## src/rtl/instr_fetch_decode_pkg.sv

```systemverilog
// Purpose: shared opcodes, FSM state encoding and immediate formats for instr_fetch_decode.
// Latency: none (declarations and a combinational helper only).
// Backpressure: not applicable.
// Option: ILLEGAL_HALT_EN adds the S_HALT state.
package instr_fetch_decode_pkg;

    localparam logic [6:0] OP_IMM = 7'b0010011;
    localparam logic [6:0] LOAD   = 7'b0000011;
    localparam logic [6:0] JALR   = 7'b1100111;
    localparam logic [6:0] STORE  = 7'b0100011;
    localparam logic [6:0] BRANCH = 7'b1100011;
    localparam logic [6:0] LUI    = 7'b0110111;
    localparam logic [6:0] AUIPC  = 7'b0010111;
    localparam logic [6:0] JAL    = 7'b1101111;
    localparam logic [6:0] OP     = 7'b0110011;

`ifdef ILLEGAL_HALT_EN
    typedef enum logic [1:0] {
        S_FETCH  = 2'd0,
        S_DECODE = 2'd1,
        S_ISSUE  = 2'd2,
        S_HALT   = 2'd3
    } state_t;
`else
    typedef enum logic [1:0] {
        S_FETCH  = 2'd0,
        S_DECODE = 2'd1,
        S_ISSUE  = 2'd2
    } state_t;
`endif

    typedef enum logic [2:0] {
        FMT_NONE = 3'd0,
        FMT_I    = 3'd1,
        FMT_S    = 3'd2,
        FMT_B    = 3'd3,
        FMT_U    = 3'd4,
        FMT_J    = 3'd5,
        FMT_R    = 3'd6
    } imm_fmt_t;

    // Map an opcode to its immediate format; FMT_NONE marks an unrecognised opcode.
    function automatic imm_fmt_t fmt_of(input logic [6:0] op);
        imm_fmt_t f;
        case (op)
            OP_IMM, LOAD, JALR: f = FMT_I;
            STORE:              f = FMT_S;
            BRANCH:             f = FMT_B;
            LUI, AUIPC:         f = FMT_U;
            JAL:                f = FMT_J;
            OP:                 f = FMT_R;
            default:            f = FMT_NONE;
        endcase
        return f;
    endfunction

endpackage

```

## src/rtl/instr_fetch_decode_imm_gen.sv

```systemverilog
// Purpose: builds the sign-extended immediate for each instruction format.
// Latency: purely combinational.
// Backpressure: none; follows its inputs.
module imm_gen
    import instr_fetch_decode_pkg::*;
#(
    parameter int WORDSIZE = 64
) (
    input  logic [31:7]         inst,
    input  imm_fmt_t            fmt,
    output logic [WORDSIZE-1:0] imm
);

    // Reassemble the scattered immediate bits and sign-extend from inst[31].
    always_comb begin
        imm = '0;
        case (fmt)
            FMT_I: imm = {{(WORDSIZE-12){inst[31]}}, inst[31:20]};
            FMT_S: imm = {{(WORDSIZE-12){inst[31]}}, inst[31:25], inst[11:7]};
            FMT_B: imm = {{(WORDSIZE-13){inst[31]}}, inst[31], inst[7], inst[30:25],
                          inst[11:8], 1'b0};
            FMT_U: imm = {{(WORDSIZE-32){inst[31]}}, inst[31:12], 12'b0};
            FMT_J: imm = {{(WORDSIZE-21){inst[31]}}, inst[31], inst[19:12], inst[20],
                          inst[30:21], 1'b0};
            default: imm = '0;
        endcase
    end

endmodule

```

## src/rtl/instr_fetch_decode.sv

```systemverilog
// Purpose: PC keeper, instruction ROM fetch and decode into a registered bundle.
// Latency: first bundle 2 edges after reset release; at most one bundle per 2 cycles.
// Backpressure: bundle and PC held while out_ready=0; branch_taken redirects in any state.
// Option: ILLEGAL_HALT_EN parks the fetcher in S_HALT after an illegal bundle is accepted.
module instr_fetch_decode
    import instr_fetch_decode_pkg::*;
#(
    parameter int                  WORDSIZE = 64,
    parameter int                  SIZE     = 32,
    parameter logic [WORDSIZE-1:0] PC_RESET = '0
) (
    input  logic                clk,
    input  logic                rst_n,
    output logic [WORDSIZE-1:0] rom_addr,
    input  logic [SIZE-1:0]     rom_data,
    input  logic                branch_taken,
    input  logic [WORDSIZE-1:0] branch_target,
    output logic                out_valid,
    input  logic                out_ready,
    output logic [4:0]          rs1,
    output logic [4:0]          rs2,
    output logic [4:0]          rd,
    output logic [6:0]          op_code,
    output logic [2:0]          funct3,
    output logic [WORDSIZE-1:0] imm,
    output logic [WORDSIZE-1:0] pc_out,
    output logic                illegal
);

    state_t              state;
    state_t              state_nxt;
    logic [WORDSIZE-1:0] pc;
    logic [WORDSIZE-1:0] redirect_pc;
    logic [31:0]         inst;
    imm_fmt_t            fmt;
    logic [4:0]          d_rs1;
    logic [4:0]          d_rs2;
    logic [4:0]          d_rd;
    logic                d_illegal;
    logic [WORDSIZE-1:0] d_imm;

    assign rom_addr    = pc;
    assign inst        = rom_data[31:0];
    // Redirect targets are forced word aligned.
    assign redirect_pc = branch_target & ~WORDSIZE'(3);

    imm_gen #(.WORDSIZE(WORDSIZE)) u_imm_gen (
        .inst (inst[31:7]),
        .fmt  (fmt),
        .imm  (d_imm)
    );

    // Field extraction; unused register fields are zeroed per format, raw for unknown opcodes.
    always_comb begin
        fmt       = fmt_of(inst[6:0]);
        d_rs1     = inst[19:15];
        d_rs2     = inst[24:20];
        d_rd      = inst[11:7];
        d_illegal = 1'b0;
        case (fmt)
            FMT_I:        d_rs2 = '0;
            FMT_S, FMT_B: d_rd  = '0;
            FMT_U, FMT_J: begin
                d_rs1 = '0;
                d_rs2 = '0;
            end
            FMT_R:        d_illegal = 1'b0;
            default:      d_illegal = 1'b1;
        endcase
    end

    // State register.
    always_ff @(posedge clk) begin
        if (!rst_n) state <= S_FETCH;
        else        state <= state_nxt;
    end

    // Next-state logic; a redirect wins over everything, including an accepted bundle.
    always_comb begin
        state_nxt = state;
        case (state)
            S_FETCH:  state_nxt = S_DECODE;
            S_DECODE: state_nxt = S_ISSUE;
            S_ISSUE: begin
                if (out_valid && out_ready) begin
`ifdef ILLEGAL_HALT_EN
                    state_nxt = illegal ? S_HALT : S_DECODE;
`else
                    state_nxt = S_DECODE;
`endif
                end
            end
`ifdef ILLEGAL_HALT_EN
            S_HALT:   state_nxt = S_HALT;
`endif
            default:  state_nxt = S_FETCH;
        endcase
        if (branch_taken) state_nxt = S_FETCH;
    end

    // PC and output bundle; fields only change on decode, so a redirect drops just out_valid.
    always_ff @(posedge clk) begin
        if (!rst_n) begin
            pc        <= PC_RESET;
            out_valid <= 1'b0;
            rs1       <= '0;
            rs2       <= '0;
            rd        <= '0;
            op_code   <= '0;
            funct3    <= '0;
            imm       <= '0;
            pc_out    <= '0;
            illegal   <= 1'b0;
        end else if (branch_taken) begin
            pc        <= redirect_pc;
            out_valid <= 1'b0;
        end else if (state == S_DECODE) begin
            rs1       <= d_rs1;
            rs2       <= d_rs2;
            rd        <= d_rd;
            op_code   <= inst[6:0];
            funct3    <= inst[14:12];
            imm       <= d_imm;
            illegal   <= d_illegal;
            pc_out    <= pc;
            pc        <= pc + WORDSIZE'(4);
            out_valid <= 1'b1;
        end else if (state == S_ISSUE && out_ready) begin
            out_valid <= 1'b0;
        end
    end

endmodule
```

## config.mk

```make
export PLATFORM = sky130hd
export DESIGN_NAME = instr_fetch_decode
export DESIGN_NICKNAME = d
export VERILOG_FILES = /design/src/rtl/instr_fetch_decode_pkg.sv /design/src/rtl/instr_fetch_decode_imm_gen.sv /design/src/rtl/instr_fetch_decode.sv
export SDC_FILE = /design/constraint.sdc
export NUM_CORES = 1
export LEC_CHECK = 0
export CAP_MARGIN = 20
export CELL_PAD_IN_SITES_DETAIL_PLACEMENT = 1
export CELL_PAD_IN_SITES_GLOBAL_PLACEMENT = 2
export CORE_ASPECT_RATIO = 2
export CORE_MARGIN = 2
export CORE_UTILIZATION = 26
export CTS_BUF_LIST = sky130_fd_sc_hd__clkbuf_4
export DETAILED_ROUTE_END_ITERATION = 8
export GPL_ROUTABILITY_DRIVEN = 1
export HOLD_SLACK_MARGIN = 0.08
export PLACE_DENSITY_LB_ADDON = 0.25
export SETUP_SLACK_MARGIN = 0.2
export SYNTH_ARGS = -nofsm -noshare
export SYNTH_HDL_FRONTEND = slang
export SYNTH_HIERARCHICAL = 1
export SYNTH_SLANG_ARGS = --single-unit
```

## constraint.sdc

```tcl
create_clock -name clk -period 3.6 [get_ports clk]
set_clock_uncertainty 0.15 [all_clocks]
set_input_delay 0.72 -clock clk [delete_from_list [all_inputs] [get_ports clk]]
set_output_delay 0.72 -clock clk [all_outputs]
set_load 0.01 [all_outputs]
```

==> results by stage <==
Routing:
- Dividing the detail-routed via count by the number of cells gives 4.925.
- The average wire per standard cell is 19.56 um.
- The routed wire length is 39520 um.
- Before antenna repair, the detailed router went through 7 iterations.
- For this block, the initial DRC count from the detailed router was 328.
- The DRC violation count after routing is 20.
- Across all layers, the routed design uses 9954 vias.
- The count of nets left with antenna violations once routing finished came out at 0.

Clocking:
- The clock passes through at most 3 buffers.
- The TritonCTS clock tree is done.
- Once the clock tree was built, the resizer swapped 0 gates to a different size.
- The clock insertion delay at the later pin of the skew report is 720 ps.
- The CTS clock-pin slew for the worst setup and hold paths is about 70 ps.
- The number of hold buffers added after CTS was 0.
- The number of buffers inserted during clock tree synthesis is 55.
- After clock tree synthesis, the setup repair step added 0 buffers.
- In this run the number of H-tree levels came out at 2.
- Counting every sink on the clock net gives 217.
- The cell sitting at the root of the clock tree is a clkbuf_4.

Synthesis:
- The post-synthesis async set-or-reset flop share is 0%.
- The post-synthesis area per instance is 7.820 um^2.
- The share of the Yosys chip area taken by registers is 45.09%.
- The synthesized design contains 0 enable-type register cells.
- Synthesis produced a netlist whose cell count is 1232.
- The distinct cell type count of the synthesized netlist is 60.
- The number of synthesized register bits is around 220.
- The cell area that synthesis handed to floorplanning was between 9000 and 10000 um^2.
- For this run, the leading register cell type out of synthesis is dfxtp_1.
- For this run, the number of Yosys warnings is 6.

GRT:
- For met1 alone, demand over resource in global routing was 19.07%.
- The global-route congestion overflow total is 0.
- The via count of the first global-routing pass is approximately 10000.
- The wire length of the first global-routing pass is 60150 um.
- Global routing used 3.897% of the available met3 tracks.
- The most crowded layer after global routing is met2.
- The fraction of met2 tracks used by global routing is 40.08%.
- Entering global routing, the biggest net connects 105 pins.
- Global routing used between 10% and 20% of the available tracks across all layers.
- The number of antenna violations at the first check in global routing is 6.

Placed design:
- Detailed placement finished with a half-perimeter wire length of 28800 um.
- The routability congestion estimate from global placement is about 0.80.
- The count of port buffers added during placement is approximately 310.
- The instance count after placement with tap cells included is 1921.
- The placed instances occupy a cell area of 13140 um^2.

Hold path:
- In this run the worst hold path is classified as input port to register.
- In this run the most critical hold path is launched from rst_n.

Worst setup path:
- Of all nets on the critical path, the largest fanout is 10.
- The startpoint of the worst register-to-register path is rom_addr[2].
- The end of the critical path is rom_addr[48].
- Traced cell by cell, the critical path runs through ha_1 > nand3b_1 > nor4_2 > nand4_1 > or4_1 > a31oi_1.
- Among all stages on the critical path, the largest delay is contributed by or4_1.
- The worst setup path is launched from a register.
- The cell count along the critical path is 6.
- The path type of the worst setup path is register to register.
- In this design, the largest share of critical-path delay is due to simple AND/OR/NAND/NOR gates.
- The total buffers and inverters traversed by the critical path is 0.
- The kind of end point of the critical path is a register.
- The arrival time of data at the critical path endpoint is 3460 ps.
- On the worst path, the slowest cell contributes a delay of 590 ps.
- The worst-case reg-to-reg path depth is 6.
- In this run the critical register-to-register path is captured at rom_addr[48].
- Across all register-to-register paths, the minimum setup slack is 630 ps.
- The data required time of the critical path is 4090 ps.
- The origin of the worst setup path is rom_addr[2].

Die:
- The placement row count is 99.
- The die covers 38700 um^2.
- The initial core utilization is 26.37%.
- Measured along the y axis, the die boundary spans between 200 and 300 um.
- The placeable core region is 36540 um^2.
- From left edge to right edge, the die measures 140.1 um.
- In this run the count of I/O pins placed on the die edge is 319.

STA:
- Adding up every negative setup slack in the final design gives 0 ps.
- The worst path uses 82.48% of the clock period.
- The final critical-path required period is 2969 ps.
- The timing-limited maximum frequency is 336.8 MHz.
- The worst hold slack after final layout is 254.2 ps.
- The worst relative slew slack is 39.29%.
- The max-slew violation total from the final report is 0.
- Setup repair after global routing left no endpoint under its margin.
- The final hold violation count is 0.
- The count of endpoints failing setup in the final report is 0.
- At the pin with the least slew margin, the transition time is between 900 and 1000 ps.

Layout:
- The synthesis-to-layout area growth is 43.64%.
- The final layout contains between 1500 and 2000 nets.
- The finished cells cover 13840 um^2.
- The number of non-filler instances in the completed layout is between 2000 and 2500.
- Of the cells placed in the final design, the portion with a size suffix greater than 1 is 9.545%.

Outcome:
- The flow ran to the end, but the final reports show violations.
- The checks that failed: design-rule violations.

Power and ir drop:
- The leakage power is 4.681 nW.
- IR analysis of the VDD net gives a maximum drop of ~0.2 mV.
- For this design the ratio of total power to cell area is just under 400 nW/um^2.

Flow run:
- Across the run, the number of max-cap violations was 0.
[metrics by stage]
step / worst slack, ps / utilization (%) / power [mW]
global placement: 242.5 / 35.97 / 3.274
finish: 630.6 / 37.87 / 5.364
detailed placement: 222.6 / 35.97 / 3.283
global route: 420.4 / 37.87 / 5.633
floorplan: 302.9 / - / 2.887
CTS: 567.0 / 37.83 / 5.497
[cell type report]
type | instances | area [um^2]
Inverter | 7 | 32.53
Multi-Input combinational cell | 891 | 4692
Clock inverter | 7 | 27.53
Antenna cell | 6 | 15.01
Fill cell | 4415 | 22700
Timing Repair Buffer | 352 | 3506
Clock buffer | 87 | 653.1
Tap cell | 454 | 568.0
Sequential cell | 217 | 4344
[how the worst min path moves through the flow]
stage,end,cells past startpoint
2_1_floorplan,funct3[0],2
3_5_place_dp,pc_out[54],2
3_3_place_gp,imm[45],2
5_1_grt,rom_addr[53],3
4_1_cts,rom_addr[53],3
6_report,rom_addr[53],3
[where the power goes]
part | leakage [nW] | internal [mW] | switching [mW] | total, mW
Clock | 0.414 | 1.08 | 1.07 | 2.15
Sequential | 1.77 | 2.47 | 0.102 | 2.58
Combinational | 2.50 | 0.323 | 0.316 | 0.639
Total | 4.68 | 3.88 | 1.49 | 5.36
[layer usage]
metal,vias to the layer above,wire (um)
met3,71,1877
met2,249,22640
met5,-,0
met1,4765,13710
li1,4869,-
met4,0,1289
[tightest hold or removal path, cell delays in order]
cell,delay (ps)
buf_2,140
o21ai_0,150
a31oi_1,50
[layout by cell type (no fill, tap or decap), types with 7 or more instances in the layout]
cell               n
and4_1             8
a211oi_1          11
a21oi_1          159
or4_1             19
nand2_1          319
o21ai_0           59
a21o_1             9
a22oi_1           15
nor3_1            11
a31oi_1           24
nor2_1            42
buf_4             33
o31ai_1           16
clkbuf_4          87
nor4_1            10
xnor2_1           16
or3_1              9
and3_1             9
xor2_1            15
nand3_1           28
buf_12             7
clkdlybuf4s50_1  311
and2_1            13
dfxtp_1          217
nand4_1           28
[sequential cells by signal, summed over array words and instances (netlist names)]
| signal | flops |
|---|---|
| imm | 64 |
| pc_out | 62 |
| rom_addr | 62 |
| op_code | 7 |
| rd | 5 |
| rs1 | 5 |
| rs2 | 5 |
| funct3 | 3 |
| state | 2 |
| illegal | 1 |
| out_valid | 1 |
[kinds of logic after synthesis]
kind of cell | count (synthesis) | share of synthesized area (%)
mux | 4 | 0.4156
flops | 217 | 45.09
other cells | 1 | 0.03892
fa+ha+maj | 1 | 0.1298
xor+xnor | 31 | 2.818
compound gates | 319 | 19.12
simple gates | 532 | 25.91
buf+inv | 127 | 6.480
[Yosys cell counts (16+ instances only)]
master / number / area, um^2
nand2_1: 320 / 1201
dfxtp_1: 217 / 4344
a21oi_1: 159 / 795.8
clkbuf_1: 73 / 274.0
o21ai_0: 59 / 295.3
nor2_1: 43 / 161.4
buf_4: 38 / 285.3
nand3_1: 28 / 140.1
nand4_1: 28 / 175.2
a31oi_1: 24 / 150.1
or4_1: 19 / 142.6
o31ai_1: 16 / 120.1
xnor2_1: 16 / 140.1
Power figures use the tool's default switching activity.
